File: src/rtl/nv_nvdla_pdp_grp_pkg.sv
`default_nettype none
// ============================================================================
// Module : nv_nvdla_pdp_grp_pkg
// Brief  : Shared encodings for the PDP ping-pong register-group tracker.
// Rev    : 1.0  initial release
// ============================================================================
package nv_nvdla_pdp_grp_pkg;

  localparam int PDP_GRP_STATUS_W = 2;

  localparam logic [PDP_GRP_STATUS_W-1:0] PDP_GRP_IDLE    = 2'd0;
  localparam logic [PDP_GRP_STATUS_W-1:0] PDP_GRP_RUNNING = 2'd1;
  localparam logic [PDP_GRP_STATUS_W-1:0] PDP_GRP_PENDING = 2'd2;

  localparam int PDP_GRP_STATE_W = 2;

  localparam logic [PDP_GRP_STATE_W-1:0] S_IDLE = 2'd0;
  localparam logic [PDP_GRP_STATE_W-1:0] S_GAP  = 2'd1;
  localparam logic [PDP_GRP_STATE_W-1:0] S_RUN  = 2'd2;

endpackage
`default_nettype wire

File: src/rtl/nv_nvdla_pdp_grp_tracker.sv
`default_nettype none
// ============================================================================
// Module : nv_nvdla_pdp_grp_tracker
// Brief  : Sequences the two PDP register groups onto the datapath and keeps
//          the consumer pointer and per-group status.
// Rev    : 1.0  initial release
// ============================================================================
module nv_nvdla_pdp_grp_tracker
  import nv_nvdla_pdp_grp_pkg::*;
#(
  parameter int LAUNCH_GAP = 2,
  parameter int GAP_W      = 4
) (
  input  logic                        nvdla_core_clk,
  input  logic                        nvdla_core_rst,
  input  logic                        producer,
  input  logic                        op_en_trigger,
  input  logic                        dp_done,
  output logic                        consumer,
  output logic [PDP_GRP_STATUS_W-1:0] status_0,
  output logic [PDP_GRP_STATUS_W-1:0] status_1,
  output logic                        dp_op_en,
  output logic                        dp_grp,
  output logic [1:0]                  done_intr,
  output logic                        op_en_err
);

  logic [PDP_GRP_STATE_W-1:0]  r_state;
  logic [PDP_GRP_STATE_W-1:0]  w_state_nxt;
  logic [GAP_W-1:0]            r_cnt;
  logic                        r_consumer;
  logic [PDP_GRP_STATUS_W-1:0] r_status [2];
  logic [PDP_GRP_STATUS_W-1:0] w_status_post_done [2];
  logic [1:0]                  r_done_intr;
  logic                        r_op_en_err;
  logic                        w_cons_pending;
  logic                        w_gap_load;
  logic                        w_launch;
  logic                        w_done;
  logic                        w_dp_op_en;
  logic                        w_trig_ok;

  assign w_cons_pending = (r_status[r_consumer] == PDP_GRP_PENDING);

  always_ff @(posedge nvdla_core_clk) begin
    if (nvdla_core_rst) begin
      r_state <= S_IDLE;
    end else begin
      r_state <= w_state_nxt;
    end
  end

  always_comb begin
    w_state_nxt = r_state;
    case (r_state)
      S_IDLE:  if (w_cons_pending) w_state_nxt = S_GAP;
      S_GAP:   if (r_cnt == '0)    w_state_nxt = S_RUN;
      S_RUN:   if (dp_done)        w_state_nxt = S_IDLE;
      default: w_state_nxt = S_IDLE;
    endcase
  end

  always_comb begin
    w_gap_load = 1'b0;
    w_launch   = 1'b0;
    w_done     = 1'b0;
    w_dp_op_en = 1'b0;
    case (r_state)
      S_IDLE:  w_gap_load = w_cons_pending;
      S_GAP:   w_launch   = (r_cnt == '0);
      S_RUN: begin
        w_dp_op_en = 1'b1;
        w_done     = dp_done;
      end
      default: ;
    endcase
  end

  always_ff @(posedge nvdla_core_clk) begin
    if (nvdla_core_rst) begin
      r_cnt <= '0;
    end else if (w_gap_load) begin
      r_cnt <= GAP_W'(LAUNCH_GAP);
    end else if ((r_state == S_GAP) && (r_cnt != '0)) begin
      r_cnt <= r_cnt - 1'b1;
    end
  end

  // A completing layer frees its group before the trigger is judged, so a
  // trigger aimed at the group that just finished is accepted.
  always_comb begin
    for (int g = 0; g < 2; g++) begin
      w_status_post_done[g] = (w_done && (r_consumer == 1'(g))) ? PDP_GRP_IDLE : r_status[g];
    end
  end

  assign w_trig_ok = op_en_trigger && (w_status_post_done[producer] == PDP_GRP_IDLE);

  always_ff @(posedge nvdla_core_clk) begin
    if (nvdla_core_rst) begin
      r_status[0] <= PDP_GRP_IDLE;
      r_status[1] <= PDP_GRP_IDLE;
      r_consumer  <= 1'b0;
      r_done_intr <= 2'b00;
      r_op_en_err <= 1'b0;
    end else begin
      for (int g = 0; g < 2; g++) begin
        if (w_trig_ok && (producer == 1'(g))) begin
          r_status[g] <= PDP_GRP_PENDING;
        end else if (w_launch && (r_consumer == 1'(g))) begin
          r_status[g] <= PDP_GRP_RUNNING;
        end else begin
          r_status[g] <= w_status_post_done[g];
        end
      end
      if (w_done) begin
        r_consumer <= ~r_consumer;
      end
      r_done_intr <= {w_done & r_consumer, w_done & ~r_consumer};
      r_op_en_err <= op_en_trigger & ~w_trig_ok;
    end
  end

  assign consumer  = r_consumer;
  assign dp_grp    = r_consumer;
  assign status_0  = r_status[0];
  assign status_1  = r_status[1];
  assign dp_op_en  = w_dp_op_en;
  assign done_intr = r_done_intr;
  assign op_en_err = r_op_en_err;

endmodule
`default_nettype wire

File: config.mk
export PLATFORM = sky130hd
export DESIGN_NAME = nv_nvdla_pdp_grp_tracker
export DESIGN_NICKNAME = d
export VERILOG_FILES = /design/src/rtl/nv_nvdla_pdp_grp_pkg.sv /design/src/rtl/nv_nvdla_pdp_grp_tracker.sv
export SDC_FILE = /design/constraint.sdc
export NUM_CORES = 1
export LEC_CHECK = 0
export CORE_MARGIN = 4
export CORE_UTILIZATION = 45
export CTS_BUF_LIST = sky130_fd_sc_hd__clkbuf_8
export DETAILED_ROUTE_END_ITERATION = 7
export MAX_ROUTING_LAYER = met4
export PLACE_DENSITY_LB_ADDON = 0.3
export SYNTH_ARGS = -nofsm -noshare
export SYNTH_HDL_FRONTEND = slang
export SYNTH_SLANG_ARGS = --single-unit
File: constraint.sdc
create_clock -name nvdla_core_clk -period 3.87 [get_ports nvdla_core_clk]
set_clock_uncertainty 0.2 [all_clocks]
set_input_delay 0.387 -clock nvdla_core_clk [delete_from_list [all_inputs] [get_ports nvdla_core_clk]]
set_output_delay 0.387 -clock nvdla_core_clk [all_outputs]
set_load 0.01 [all_outputs]
Word-level counts from Yosys, hierarchy flattened --
Memories as Yosys holds them, arrays and structs flattened. A register that Yosys moved wholly into a read port is not among the register bits. Index checks and enable logic that the tools add are counted.
Word-level totals: register bits after elaboration 10, bits in writable memories 4, input port bits 5, output and inout port bits 10, memories kept 1
Memories:
- r_status | words 2, bits a word 2, rd ports 3, clocked after memory_dff 1, write ports 2, line nv_nvdla_pdp_grp_tracker.sv:32 | logic [PDP_GRP_STATUS_W-1:0] r_status [2];
Operators by class: add/sub/neg operators 1, order comparisons 1, equality and inequality tests 6, mux-type cells 47, bitwise gates (word level) 13, reduce and logical (&&, ||, !) cells 15
Operators by type and width (count):
- 2-bit two-way mux | 16
- 1-bit two-way mux | 30
- 1-bit logical AND | 8
- 2-bit inequality test, second input constant | 3
- 1-bit bitwise OR | 6
- 2-bit case mux with 3 select lines | 1
- 2-bit equality test, second input constant | 2
- 2-bit logical NOT | 2
- 4-bit logical NOT | 1
- 4-bit nonzero test | 1
- 4-bit by 1-bit subtractor with 4-bit output, second input constant | 1
- 1-bit AND | 3
- 1-bit inverter | 3
- 3-bit AND reduction | 1
- 2-bit by 1-bit equality test with 1-bit output, second input constant | 1
- 2-bit greater-or-equal comparator, second input constant | 1
- 1-bit inverter with 2-bit output | 1
- 2-bit nonzero test | 1
- 2-bit OR reduction | 1

Logic depth before layout (Yosys ltp) --
Gate-level depths: netlist (run 1).
depth after elaboration 16, depth in mapped cells 7, gate-level depth less buffers 7

Worst setup path after synthesis (run 1) --
No wires, ideal clock.
path type register -> register, start register r_state[0], end memory r_status[1][1] (data pin), setup time 0.269 ns, arrival time 1.272 ns, slack 2.129 ns, cell stages (with the launch flop) 7, path buffers 0, period minus slack after synthesis 1.741 ns, path through dfxtp_1 > and2b_1 > and2_1 > ha_1 > o21bai_1 > nand3_1 > o22ai_1
RTL lines:
- start: declaration | line nv_nvdla_pdp_grp_tracker.sv:28 | logic [PDP_GRP_STATE_W-1:0] r_state;
- start signal: assignment | line nv_nvdla_pdp_grp_tracker.sv:49 | r_state <= w_state_nxt;
- end: declaration | line nv_nvdla_pdp_grp_tracker.sv:32

Worst setup path after layout (run 1) --
start register r_state[0], end output dp_op_en
On the way: word-level cells in the longest chain between the ends 2
RTL lines:
- 2-bit equality test | line nv_nvdla_pdp_grp_tracker.sv:68 | case (r_state)
- 1-bit two-way mux | line nv_nvdla_pdp_grp_tracker.sv:68
- end: declaration | line nv_nvdla_pdp_grp_tracker.sv:22 | output logic dp_op_en,
No other way between the ends.

==> impl_metrics.tcl, run 1 <==
set metrics [dict create \
    antenna_left 0 \
    cts_buffers 3 \
    tightest_slew_ps 523.7 \
    holdWs_ps 326.9 \
    maxSlewHeadroom_pct 65.01 \
    slowest_delay_ps 540 \
    outcome "complete, no violations" \
    fin_crit_ps 1903 \
    path_cells "and2b_1 > clkdlybuf4s50_1" \
    cts_setup_buffers 0 \
    multi_input_area_um2 366.6 \
    finalMaxSlewViolations 0 \
    yosys.area.top_type "dfxtp_1" \
    antenna_found_initial 0 \
    final_common_cell "clkdlybuf4s50_1" \
    worst-setup-path-type "reg2out" \
    die_h_um 48.50 \
    setup_violations 0 \
    slowest_stage "clkdlybuf4s50_1" \
    clk_pin_slew_worst_paths_ps 60 \
    ios 15 \
    crit_path_end "dp_op_en" \
    hold_viol_final 0 \
    num_rows 14 \
    grt_use_total_pct 14.48 \
    regArea_um2 340.3 \
    finalNetCount 107 \
    clock-root-buffer "clkbuf_8" \
    grt_pass1_wl_mm 2.725 \
    critPathRequiredTime_ps 3280 \
    fin_setup_tns_ps 0 \
    r2r_setup_slack_ps 2030 \
    pre_cts_ws_ps 1782 \
    worstPathMaxFanout 3 \
    path_delay_family "buffers and inverters" \
    cts_max_level 1 \
    critPathArrivalTime_ps 1320 \
    avgSynthCellArea_um2 9.228 \
    grt_max_degree 15 \
    drtPass1Iterations 4 \
    timing.rr.end "r_status[1][0]$_SDFFCE_PN0P_" \
    drt-vias-per-instance 5.202 \
    synth_cells 80 \
    num_antenna_cells 0 \
    p_leak_nw 0.3644 \
    ys_seq_elements 15 \
    cts_tree "built" \
    wl_per_cell_um 13.14 \
    final_cell_mix "14 x clkdlybuf4s50_1, 11 x nor2_1, 11 x dfxtp_1" \
    clkLatencyLatePin_ps 240 \
    rr_startpoint "r_state[0]$_SDFFE_PP0P_" \
    stdcell_count 114 \
    start_util_pct 48.44 \
    ir_drop_v 0.0002489 \
    min_period_over_period_pct 49.17 \
    setup_slack_ps 1967 \
    cp_num_buf_inv 1 \
    syn_to_final_growth_pct 27.12 \
    drive_gt1_share_pct 5.102 \
    io_buffers 14 \
    dieArea_um2 2352 \
    wirelength_mm 1.498 \
    grt_setup_unrepaired "false" \
    clockBufferDepth 2 \
    synth.top_cell.area_share_pct 29.83 \
    ys_types 32 \
    startpoint "r_state[0]$_SDFFE_PP0P_" \
    die_width_um 48.50 \
    ctsResizeCount 0 \
    ys_top_cells_by_area "dfxtp_1 30%, edfxtp_1 16%, nor2_1 5.6%, ha_1 5.1%, a21oi_1 4.1%" \
    cp-start-kind "register" \
    fillers 147 \
    drtIter0Drc 13 \
    drc_errors 0 \
    placed_cells 110 \
    power_density_nw_per_um2 377.6 \
    core-area_um2 1524 \
    grt-ovfl-total 0 \
    synth_sequential_area_ratio_pct 46.10 \
    critical_path.endpoint_type "output port" \
    max_freq_mhz 525.5 \
    hold_path.class "reg2reg" \
    grt_pass1_vias 618 \
    routabilityCongestion 0.8606 \
    synth_area_um2 738.2 \
    max_cap_violations 0 \
    yosysWarnings 0 \
    hold_buffers 0 \
    power_mw 0.3543 \
    crit_cells 2 \
    clock_sinks 15 \
    vias 593 \
    rr_worst_depth 5 \
    dpl.hpwl_mm 1.078 \
]
[where the power goes]
part / switching (mW) / internal [mW]
Combinational: 0.0263 / 0.0282
Clock: 0.0536 / 0.0701
Sequential: 0.00661 / 0.169
[per-layer routing]
metal | up-vias | share of wire, % | global-route usage [%]
met1 | 273 | 42 | 17.56
li1 | 304 | - | -
met2 | 14 | 52 | 23.26
met3 | 2 | 5.3 | 3.374
met4 | 0 | 0.80 | 5.381
met5 | - | 0 | -
[how the worst min path moves through the flow]
stage                     startpoint                     to  cells past startpoint
2_1_floorplan  r_cnt[2]$_SDFFE_PP0P_  r_cnt[2]$_SDFFE_PP0P_                      2
3_3_place_gp   r_cnt[2]$_SDFFE_PP0P_  r_cnt[2]$_SDFFE_PP0P_                      2
3_5_place_dp   r_cnt[2]$_SDFFE_PP0P_  r_cnt[2]$_SDFFE_PP0P_                      2
4_1_cts        r_cnt[2]$_SDFFE_PP0P_  r_cnt[2]$_SDFFE_PP0P_                      2
5_1_grt        r_cnt[2]$_SDFFE_PP0P_  r_cnt[2]$_SDFFE_PP0P_                      2
6_report       r_cnt[2]$_SDFFE_PP0P_  r_cnt[2]$_SDFFE_PP0P_                      2
[sequential cells by signal, indices dropped and copies added, names as in the netlist, named ones only]
signal,flops
consumer,1
done_intr,2
op_en_err,1
r_cnt,4
r_state,2
r_status,4
[per-stage QoR]
step,utilization [%],area [µm²]
after CTS,61.58,938.4
after floorplan,-,749.5
after global placement,58.62,893.4
after detailed placement,58.62,893.4
after global routing,61.58,938.4
final,61.58,938.4
[tightest hold or removal path: stages, from the launching register on]
cell	delay, ps
dfxtp_1	350
nand2_1	70
a21oi_1	60
[cells by family after synthesis]
group | share of synthesized area [%]
other cells | 0.5080
compound gates | 13.90
buf+inv | 5.763
simple gates | 25.09
fa+ha+maj | 5.085
xor+xnor | 3.560
flops | 46.10
[synth_stat cells, drive strengths merged]
master  instances
o211ai          1
nor3            1
a32oi           1
nand2b          2
a21oi           6
and3            1
nor2           11
o21bai          2
nor2b           1
a311oi          2
o21ai           1
and2b           2
buf             1
conb            1
inv             7
edfxtp          4
xnor2           2
and3b           1
ha              3
or2b            1
nand3           3
dfxtp          11
clkbuf          2
nand4b          1
o22ai           2
nor3b           3
xor2            1
and2            1
nand2           5
[layout make-up]
class	count	share of cell area [%]
Clock inverter	1	0.4000
Clock buffer	3	4.400
Timing Repair Buffer	14	14.93
Inverter	7	2.800
Multi-Input combinational cell	58	39.07
Tap cell	16	2.133
Sequential cell	15	36.27
Note: power is estimated with default switching activity, not from simulation.
==> run 2, diff against run 1 <==
==> constraint.sdc (replaced) <==
create_clock -name nvdla_core_clk -period 1.55 [get_ports nvdla_core_clk]
set_clock_uncertainty 0.2 [all_clocks]
set_input_delay 0.155 -clock nvdla_core_clk [delete_from_list [all_inputs] [get_ports nvdla_core_clk]]
set_output_delay 0.155 -clock nvdla_core_clk [all_outputs]
set_load 0.01 [all_outputs]
==> impl_metrics.tcl, run 2 (same netlist as run 1, synthesis figures left out) <==
set metrics [dict create \
    outcome "finished with violations" \
    violations "setup timing" \
    max_cap_violations 0 \
    dpl_cell_area_um2 1089 \
    drt-vias-per-instance 5.321 \
    worst-setup-path-type "reg2reg" \
    clockBufferDepth 2 \
    fin_area_um2 1229 \
    cts_buffers 3 \
    wirelength_mm 2.121 \
    clock-root-buffer "clkbuf_8" \
    clock_sinks 15 \
    critical_path.endpoint_type "register" \
    cp_num_buf_inv 2 \
    syn_to_final_growth_pct 66.44 \
    fillers 90 \
    setup_violations 8 \
    wl_per_cell_um 15.48 \
    grt_pass1_vias 749 \
    io_buffers 14 \
    critPathArrivalTime_ps 1480 \
    power_density_nw_per_um2 797.9 \
    num_rows 14 \
    drive_gt1_share_pct 41.32 \
    ios 15 \
    grt_pass1_wl_mm 3.387 \
    grt-ovfl-total 0 \
    critPathRequiredTime_ps 1350 \
    slowest_delay_ps 320 \
    cts_max_level 1 \
    dpl.hpwl_mm 1.321 \
    path_delay_family "simple AND/OR/NAND/NOR gates" \
    grt_use_total_pct 19.63 \
    clkLatencyLatePin_ps 250 \
    drc_errors 0 \
    core-area_um2 1524 \
    routabilityCongestion 0.8555 \
    antenna_found_initial 0 \
    p_leak_nw 0.5265 \
    drtIter0Drc 13 \
    setup_slack_ps -131.4 \
    holdWs_ps 320.8 \
    stdcell_count 137 \
    reg_top3 "r_cnt (4), r_status (4)" \
    die_h_um 48.50 \
    final_cell_mix "21 x buf_4, 11 x nor2_1, 9 x clkdlybuf4s50_1" \
    drtPass1Iterations 4 \
    hold_buffers 0 \
    vias 729 \
    start_util_pct 48.44 \
    finalMaxSlewViolations 0 \
    hold_viol_final 0 \
    grt_max_degree 9 \
    path_cells "inv_2 > ha_4 > nor3b_4 > and3_4 > buf_6 > o22ai_4" \
    min_period_over_period_pct 108.5 \
    dieArea_um2 2352 \
    num_antenna_cells 0 \
    hold_path.class "reg2reg" \
    antenna_left 0 \
    slowest_stage "dfxtp_2" \
    cts_tree "built" \
    die_width_um 48.50 \
    final_common_cell "buf_4" \
    clk_pin_slew_worst_paths_ps 60 \
    placed_cells 129 \
    worstPathMaxFanout 5 \
    max_freq_mhz 594.7 \
    power_mw 0.9804 \
    ir_drop_v 0.0006691 \
    fin_crit_ps 1681 \
    cp-start-kind "register" \
    finalNetCount 130 \
    grt_setup_unrepaired "true" \
]
[run 2: changes by cell type in the layout (fill, tap and decap cells not counted), sizes merged]
| cell | previous run | this run |
|---|---|---|
| dlymetal6s2s | 0 | 2 |
| clkdlybuf4s50 | 14 | 9 |
| dlygate4sd2 | 0 | 2 |
| clkbuf | 3 | 4 |
| buf | 0 | 23 |
[run 2: metal layers]
layer	vias to the layer above	global-route usage, %	share of wire, %
met4	0	10.76	3.6
met3	7	2.761	3.7
li1	348	-	-
met2	19	35.65	55
met5	-	-	0
met1	355	19.85	37
[run 2: path summary, 6_finish.rpt]
check / startpoint / end / slack, ps / depth (start not counted)
setup / recovery: r_cnt[1]$_SDFFE_PP0P_ / r_status[1][1]$_DFFE_PP_ / -130 / 6
hold / removal: r_cnt[2]$_SDFFE_PP0P_ / r_cnt[2]$_SDFFE_PP0P_ / 320 / 2
setup reg to reg: r_cnt[1]$_SDFFE_PP0P_ / r_status[1][1]$_DFFE_PP_ / -130 / 6
hold reg to reg: r_cnt[2]$_SDFFE_PP0P_ / r_cnt[2]$_SDFFE_PP0P_ / 320 / 2
[run 2: per-stage QoR]
step | setup TNS (ps) | utilization (%) | setup WS (ps)
finish | -698.9 | 80.62 | -131.4
global route | -1471 | 80.62 | -205.5
CTS | -606.1 | 78.65 | -126.1
detailed placement | -1040 | 71.43 | -196.7
global placement | -757.3 | 71.43 | -168.3
floorplan | -287.2 | - | -77.78
[run 2: where the power goes]
part | switching [mW] | leakage, nW | total (mW) | internal, mW
registers | 0.0123 | 0.131 | 0.436 | 0.424
logic | 0.105 | 0.368 | 0.228 | 0.124
clock network | 0.140 | 0.0269 | 0.315 | 0.176
total | 0.257 | 0.526 | 0.980 | 0.724
[run 2: final cells by class]
class	instances	area (µm²)	share of cell area, %
Inverter	7	26.28	2.138
Multi-Input combinational cell	58	475.5	38.70
Sequential cell	15	344.1	28.00
Timing Repair Buffer	37	317.8	25.87
Clock buffer	3	41.29	3.360
Clock inverter	1	3.754	0.3055
Tap cell	16	20.02	1.629
[run 2: what timing repair did]
item | 4_1_cts | 5_1_grt
pin swaps | 6 | 1
setup endpoints to repair | 14 | 14
resized for setup | 16 | 10
buffers inserted | 4 | 1
[run 2: worst register-to-register path, delay by kind of cell, from the launching register on]
kind / cells / cell delay, ps
AO/OA/AOI/OAI: 1 / 50
adder cells (fa/ha/maj): 1 / 130
buffers and inverters: 2 / 160
flip-flops: 1 / 320
AND/OR/NAND/NOR: 2 / 560
==> run 3, diff against run 2 <==
--- a/config.mk
+++ b/config.mk
@@ -6,7 +6,7 @@
 export NUM_CORES = 1
 export LEC_CHECK = 0
 export CORE_MARGIN = 4
-export CORE_UTILIZATION = 45
+export CORE_UTILIZATION = 46
 export CTS_BUF_LIST = sky130_fd_sc_hd__clkbuf_8
 export DETAILED_ROUTE_END_ITERATION = 7
 export MAX_ROUTING_LAYER = met4
==> impl_metrics.tcl, run 3 (same netlist as run 1, synthesis figures left out) <==
set metrics [dict create \
    hold_viol_final 0 \
    grt-ovfl-total 0 \
    rr_worst_depth 7 \
    reg_top3 "r_cnt (4), r_status (4)" \
    drtPass1Iterations 3 \
    power_density_nw_per_um2 777.1 \
    p_leak_nw 0.5477 \
    clk_pin_slew_worst_paths_ps 60 \
    cts_tree "built" \
    vias 737 \
    critPathRequiredTime_ps 1480 \
    setup_slack_ps -121.9 \
    hold_path_startpoint "r_cnt[2]$_SDFFE_PP0P_" \
    hold_depth 2 \
    wl_per_cell_um 14.46 \
    clock-root-buffer "clkbuf_8" \
    num_antenna_cells 0 \
    io_buffers 14 \
    worst-setup-path-type "reg2reg" \
    syn_to_final_growth_pct 75.08 \
    worstPathMaxFanout 4 \
    dpl.hpwl_mm 1.390 \
    critPathArrivalTime_ps 1600 \
    placed_cells 130 \
    antenna_found_initial 0 \
    max_freq_mhz 598.1 \
    fillers 76 \
    stdcell_count 142 \
    max_cap_violations 0 \
    r2r_setup_slack_ps -120 \
    drc_errors 0 \
    cp-start-kind "register" \
    setup_violations 8 \
    num_rows 14 \
    pre_cts_ws_ps -240.3 \
    clock_sinks 15 \
    violations "setup timing" \
    start_util_pct 49.00 \
    grt_pass1_wl_mm 3.049 \
    timing.rr.end "r_cnt[1]$_SDFFE_PP0P_" \
    dieArea_um2 2310 \
    drt-vias-per-instance 5.190 \
    grt_setup_unrepaired "true" \
    clockBufferDepth 2 \
    antenna_left 0 \
    grt_max_degree 9 \
    finalNetCount 135 \
    die_width_um 48.06 \
    cts_max_level 1 \
    hold_path_end "r_cnt[2]$_SDFFE_PP0P_" \
    outcome "finished with violations" \
    grt_pass1_vias 723 \
    final_cell_mix "25 x buf_4, 11 x nor2_1, 10 x clkdlybuf4s50_1" \
    finalMaxSlewViolations 0 \
    hold_buffers 0 \
    core-area_um2 1506 \
    rr_startpoint "r_cnt[0]$_SDFFE_PP0P_" \
    wirelength_mm 2.053 \
    critical_path.endpoint_type "register" \
    min_period_over_period_pct 107.9 \
    drive_gt1_share_pct 46.83 \
    clkLatencyLatePin_ps 240 \
    ios 15 \
    cts_buffers 3 \
    hold_path.class "reg2reg" \
    routabilityCongestion 0.7740 \
    fin_crit_ps 1672 \
    ir_drop_v 0.0007393 \
    grt_use_total_pct 19.84 \
    drtIter0Drc 12 \
    final_common_cell "buf_4" \
    die_h_um 48.06 \
]
## run 3: changes by cell type in the layout (fill, tap and decap cells not counted), sizes merged
cell | before | now
buf | 23 | 28
clkbuf | 4 | 3
clkdlybuf4s15 | 0 | 1
clkdlybuf4s50 | 9 | 10
dlymetal6s2s | 2 | 1
## run 3: cell type report
| class | count | area [µm²] | share of cell area (%) |
|---|---|---|---|
| multi-input cells | 58 | 494.2 | 38.24 |
| repair buffers | 42 | 361.6 | 27.98 |
| flip-flops and latches | 15 | 345.3 | 26.72 |
| clock buffers | 3 | 41.29 | 3.195 |
| inverters | 7 | 26.28 | 2.033 |
| well taps | 16 | 20.02 | 1.549 |
| clock inverters | 1 | 3.754 | 0.2904 |
## run 3: worst max path at each step
| stage | startpoint | endpoint | slack [ps] | cells past startpoint |
|---|---|---|---|---|
| 2_1_floorplan | r_state[0]$_SDFFE_PP0P_ | r_status[1][1]$_DFFE_PP_ | -80 | 6 |
| 3_3_place_gp | dp_done | r_status[0][0]$_SDFFCE_PN0P_ | -190 | 5 |
| 3_5_place_dp | r_cnt[0]$_SDFFE_PP0P_ | r_status[1][0]$_SDFFCE_PN0P_ | -240 | 6 |
| 4_1_cts | r_cnt[1]$_SDFFE_PP0P_ | r_status[0][1]$_SDFFCE_PN0P_ | -110 | 7 |
| 5_1_grt | r_cnt[0]$_SDFFE_PP0P_ | r_cnt[1]$_SDFFE_PP0P_ | -200 | 7 |
| 6_report | r_cnt[0]$_SDFFE_PP0P_ | r_cnt[1]$_SDFFE_PP0P_ | -120 | 7 |
## run 3: worst max-delay path, stage by stage, from the launching register on
cell     delay [ps]
dfxtp_2         320
inv_2            60
ha_4            130
nor3b_4         210
buf_6           140
and2b_2         260
o22ai_2         150
a21oi_1          80
## run 3: timing repair
item                                    CTS  global route
setup buffers                             6             2
endpoints found under the setup margin   14            12
pin swaps                                 5             4
resized for setup                        19            12
## run 3: routing by layer
layer | track usage (%) | vias to the layer above | wire (µm) | share of wire (%)
met2 | 36.94 | 8 | 1188 | 58
li1 | - | 361 | - | -
met4 | 4.839 | 0 | 21 | 1.0
met1 | 21.40 | 364 | 812 | 40
met3 | 3.383 | 4 | 30 | 1.5
met5 | - | - | 0 | 0
## run 3: report_power, final
group / total (mW) / switching, mW / internal (mW)
clock: 0.303 / 0.128 / 0.175
combinational: 0.266 / 0.114 / 0.152
sequential: 0.435 / 0.0111 / 0.424
## run 3: through the flow
step / hold WS, ps / TNS (ps) / util (%) / power, mW / instance area (µm²)
after floorplan: 120.3 / -287.2 / - / 0.5417 / 802.0
after global placement: 301.3 / -793.3 / 72.76 / 0.6332 / 1096
after detailed placement: 321.1 / -1286 / 72.76 / 0.6423 / 1096
after CTS: 330.0 / -533.2 / 82.14 / 0.9814 / 1237
after global routing: 372.6 / -1289 / 85.80 / 1.047 / 1292
final: 332.3 / -660.5 / 85.80 / 1.004 / 1292
==> RTL edit 1, RTL diff (settings of run 2) <==
Reset style: asynchronous (`nvdla_core_rst`), changed in 3 clocked blocks.
--- a/src/rtl/nv_nvdla_pdp_grp_tracker.sv
+++ b/src/rtl/nv_nvdla_pdp_grp_tracker.sv
@@ -43,5 +43,5 @@
   assign w_cons_pending = (r_status[r_consumer] == PDP_GRP_PENDING);
 
-  always_ff @(posedge nvdla_core_clk) begin
+  always_ff @(posedge nvdla_core_clk or posedge nvdla_core_rst) begin
     if (nvdla_core_rst) begin
       r_state <= S_IDLE;
@@ -77,5 +77,5 @@
   end
 
-  always_ff @(posedge nvdla_core_clk) begin
+  always_ff @(posedge nvdla_core_clk or posedge nvdla_core_rst) begin
     if (nvdla_core_rst) begin
       r_cnt <= '0;
@@ -97,5 +97,5 @@
   assign w_trig_ok = op_en_trigger && (w_status_post_done[producer] == PDP_GRP_IDLE);
 
-  always_ff @(posedge nvdla_core_clk) begin
+  always_ff @(posedge nvdla_core_clk or posedge nvdla_core_rst) begin
     if (nvdla_core_rst) begin
       r_status[0] <= PDP_GRP_IDLE;
Function: differs if nvdla_core_rst is asserted again (counterexample within 4 cycles, from zero or initial values and one cycle with nvdla_core_rst high); with nvdla_core_rst held inactive, the same outputs for 10 cycles.
==> RTL edit 1 against run 2 <==
  * The run still ends with negative setup slack left
  * Global-route usage decreased by 4.0 points
  * Routed wire length decreased by 18%
  * Synthesized cell count decreased by 3.8%
  * Sequential cell count decreased by 1
  * Design area decreased by 13%
  * Area after synthesis increased by 1.7%
  * Utilization decreased by 11 points
  * Count of clock-buffer cells in the layout unchanged
  * Critical endpoint is now status_1[1]$_DFF_PP0_
  * Die area increased by 1.4%
  * Fmax increased by 7.6%
  * Setup slack improved by 0.12 ns
  * First-iteration DRC count decreased by 69%
Power is not compared: it rests on default switching activity, and its combinational part moved more than twofold at a synthesized area within 25%.
==> RTL edit 1: results (changes against run 2) <==
Outcome: finished with violations
Pwr Total: 2.19 mW
GRT met2 Usage: 25.9% (-9.8 points)
Slowest-stage cell, CP: dfrtp_1
Cell area after placement: 951 um2 (-13%)
Remaining Overflow, GRT: 0 (unchanged)
Wirelength, routed: 1740 um (-18%)
GRT met3 Usage: 3.36% (+0.60 points)
GP Congestion: 0.729 (-15%)
Fin nets: 111 (-15%)
P_leak: 0.507 nW
WL met3: 67 um (-14%)
Pin count of the biggest net entering global routing: 15 (+6)
Met1 wire length: 782 um (-1.5%)
Class of the worst hold path: in -> async
Layout cells sized above 1: 27.2% (-14 points)
1st-iter DRT viols: 4 (-9)
Number of global-route vias before repair: 678 (-9.5%)
Distinct cell type count after synthesis: 33 (+3.1%)
Compound-Gate Fraction of Synth Area: 16.7% (+2.8 points)
Pre-CTS setup slack: -0.0519 ns (+0.145 ns)
Largest cells by area after synthesis: dfrtp_1, inv_1, o21ai_0
Failing checks: negative setup slack
Clk_lat worst skew: 0.24 ns
CTS-repair resized insts: 5 (-11)
Synth Area in XOR/XNOR: 1.17% (-2.4 points)
Initial antenna violation count: 0 (unchanged)
Mean post-synth cell area: 9.75 um2 (+5.7%)
Seq/Total Area, Yosys: 46.7% (+0.56 points)
Async SR Flop Fraction: 100% (+100 points)
Synth Flop Type: dfrtp_1
Met2 Wirelength: 885 um (-24%)
CP Max Fanout: 8 (+3)
GR Util met1: 18.8% (-1.1 points)
Vias post-DR: 650 (-11%)
Vias per cell: 5.46 (+2.7%)
Multiplexer share of the synthesized area: 1.33% (+1.3 points)
Synth Net Count: 83
Slowest stage delay, CP: 0.38 ns (+0.06 ns)
Final setup violation count: 1 (-7)
Antenna cells: 0 (unchanged)
Postcts setup bufs: 3 (-1)
# fillers: 123 (+37%)
First-pass GRT wire length: 2930 um (-14%)
Aggregate global-route resource usage: 15.7% (-4.0 points)
Final WS setup: -0.0133 ns (+0.118 ns)
Synth Area in Adders: 1.67% (-3.4 points)
Setup tns final: -0.0133 ns (+0.686 ns)
-- RTL edit 1: layout make-up --
class	instances	area, um2	area share, %
clock buffers	3	41.3	3.87
inverters	9	33.8	3.17
multi-input cells	52	393	36.8
flip-flops and latches	14	352	32.9
well taps	16	20.0	1.88
repair buffers	25	228	21.3
-- RTL edit 1: worst paths after layout --
check / startpoint / to / slack, ns / depth (start not counted)
worst max-delay path: r_cnt[1]$_DFFE_PP0P_ / status_1[1]$_DFF_PP0_ / -0.01 / 5
max in group asynchronous: nvdla_core_rst / consumer$_DFFE_PP0N_ / 0.96 / 3
worst min-delay path: nvdla_core_rst / done_intr[0]$_DFF_PP0_ / 0.01 / 3
worst min register to register: status_0[0]$_DFF_PP0_ / status_0[0]$_DFF_PP0_ / 0.36 / 2
worst max register to register: r_cnt[1]$_DFFE_PP0P_ / status_1[1]$_DFF_PP0_ / -0.01 / 5
min in group nvdla_core_clk: op_en_trigger / op_en_err$_DFF_PP0_ / 0.33 / 2
==> RTL edit 2, RTL diff (config.mk and constraints of run 2) <==
Made on the original files. Change the package constant `PDP_GRP_STATE_W` from 2 to 3.
--- a/src/rtl/nv_nvdla_pdp_grp_pkg.sv
+++ b/src/rtl/nv_nvdla_pdp_grp_pkg.sv
@@ -13,5 +13,5 @@
   localparam logic [PDP_GRP_STATUS_W-1:0] PDP_GRP_PENDING = 2'd2;
 
-  localparam int PDP_GRP_STATE_W = 2;
+  localparam int PDP_GRP_STATE_W = 3;
 
   localparam logic [PDP_GRP_STATE_W-1:0] S_IDLE = 2'd0;
Function: same outputs for any inputs over 10 cycles, from zero or initial values and one cycle with nvdla_core_rst high; that may be too few to reach the edited logic, so the function may still have changed.
==> RTL edit 2 against run 2 <==
  * The flow still finishes with violations (negative setup slack)
  * Total power rose by 19%
  * Sequential cell count did not move
  * Routed wire length fell by 3.5%
  * Die area rose by 4.1%
  * First-iteration DRC count fell by 62%
  * Area after synthesis rose by 4.9%
  * Design area rose by 4.4%
  * Clock power rose by 3%
  * Setup slack got worse by 0.070 ns
  * Sequential power rose by 5.7%
  * Critical endpoint unchanged
  * Largest cell class unchanged
  * Highest routed layer unchanged
==> RTL edit 2: results (changes against run 2) <==
Outcome: finished with violations
Failing checks: negative setup slack
VDD IR-drop max: 0.833 mV (+24%)
Async SR Flop Fraction: 0% (unchanged)
Layout cells sized above 1: 47.6% (+6.3 points)
P_leak: 0.543 nW (+3.2%)
Worst path bufs/invs: 2 (unchanged)
Multiplexer share of the synthesized area: 6.14% (+6.1 points)
Dpl hpwl: 1350 um (+1.9%)
Cell area after placement: 1100 um2 (+1.3%)
Largest cells by area after synthesis: dfxtp_1, edfxtp_1, ha_1
Synth Area in XOR/XNOR: 1.13% (-2.4 points)
Main combinational cell family by area after synthesis: simple AND/OR/NAND/NOR gates
Synth Area in Adders: 4.85% (-0.24 points)
Slowest-stage cell, CP: nor3b_4
# fillers: 101 (+12%)
Comb power frac: 32.7% (+9.4 points)
Crit path arrival time: 1.55 ns (+0.07 ns)
Number of global-route vias before repair: 780 (+4.1%)
Pin count of the biggest net entering global routing: 10 (+1)
Initial antenna violation count: 0 (unchanged)
Vias per cell: 5.16 (-3.1%)
Compound-Gate Fraction of Synth Area: 12.8% (-1.1 points)
Final WS setup: -0.201 ns (-0.0700 ns)
Class of the worst hold path: in -> reg
H-tree depth: 1 (unchanged)
Setup tns final: -0.995 ns (-0.296 ns)
Clk_lat worst skew: 0.25 ns (about the same)
PwrDens: 909 nW/um2 (+14%)
Sw Pwr: 0.333 mW (+30%)
Slowest stage delay, CP: 0.33 ns
Fin nets: 133 (+2.3%)
Aggregate global-route resource usage: 17.8% (-1.9 points)
CTS root buf: clkbuf_8
Area delta synth->final: 65.6%
Distinct cell type count after synthesis: 36 (+13%)
1st-iter DRT viols: 5 (-8)
# DRC: 0 (unchanged)
GP Congestion: 0.869 (+1.5%)
Number of synthesized flops with an enable pin: 4 (unchanged)
Synth cell count leaders: dfxtp_1, nor2_1, nand2b_1
Antenna cells: 0 (unchanged)
Power Sequential: 0.461 mW (+5.7%)
Post-route clock period utilization: 113% (+4.5 points)
Post-DR wirelength/cell: 14.6 um (-5.6%)
Seq/Total Area, Yosys: 43.9% (-2.2 points)
Final setup violation count: 7 (-1)
First-pass GRT wire length: 3280 um (-3.0%)
-- RTL edit 2: final cells by class --
cell class | instances | area share [%]
inverters | 5 | 1.46
clock buffers | 3 | 3.22
well taps | 16 | 1.56
flip-flops and latches | 15 | 27.0
multi-input cells | 62 | 41.6
repair buffers | 38 | 24.8
clock inverters | 1 | 0.390
-- RTL edit 2: final timing paths --
| path | start | to | slack (ns) | cells after the start |
|---|---|---|---|---|
| worst max-delay path | r_cnt[1]$_SDFFE_PP0P_ | r_status[1][1]$_DFFE_PP_ | -0.20 | 7 |
| worst min-delay path | dp_done | r_state[1]$_SDFFE_PP0P_ | 0.39 | 3 |
| worst max register to register | r_cnt[1]$_SDFFE_PP0P_ | r_status[1][1]$_DFFE_PP_ | -0.20 | 7 |
| worst min register to register | r_state[0]$_SDFFE_PP0P_ | r_state[0]$_SDFFE_PP0P_ | 0.40 | 2 |
-- RTL edit 2: layer usage --
layer | share of wire [%] | vias to the layer above | track usage, %
li1 | - | 362 | -
met1 | 41 | 343 | 18.9
met2 | 55 | 15 | 32.8
met3 | 2.6 | 2 | 2.71
met4 | 1.1 | 0 | 6.91
met5 | 0 | - | -
-- RTL edit 2: per-stage QoR --
step	setup slack [ns]	std cells	hold slack (ns)
after floorplan	-0.0858	84	0.0266
after global placement	-0.250	128	0.381
after detailed placement	-0.252	128	0.388
after CTS	-0.154	138	0.370
after global routing	-0.285	140	0.411
final	-0.201	140	0.392
-- RTL edit 2: kinds of logic after synthesis --
group,after synthesis
simple gates,35
flops,15
mux,4
buf+inv,7
fa+ha+maj,3
xor+xnor,1
other cells,1
compound gates,15
-- RTL edit 2: what timing repair did --
item,4_1_cts,5_1_grt
endpoints found under the hold margin,0,0
gates resized for setup,12,11
pin swaps,3,6
cloned,0,0
setup endpoints to repair,14,10
buffers inserted,6,3
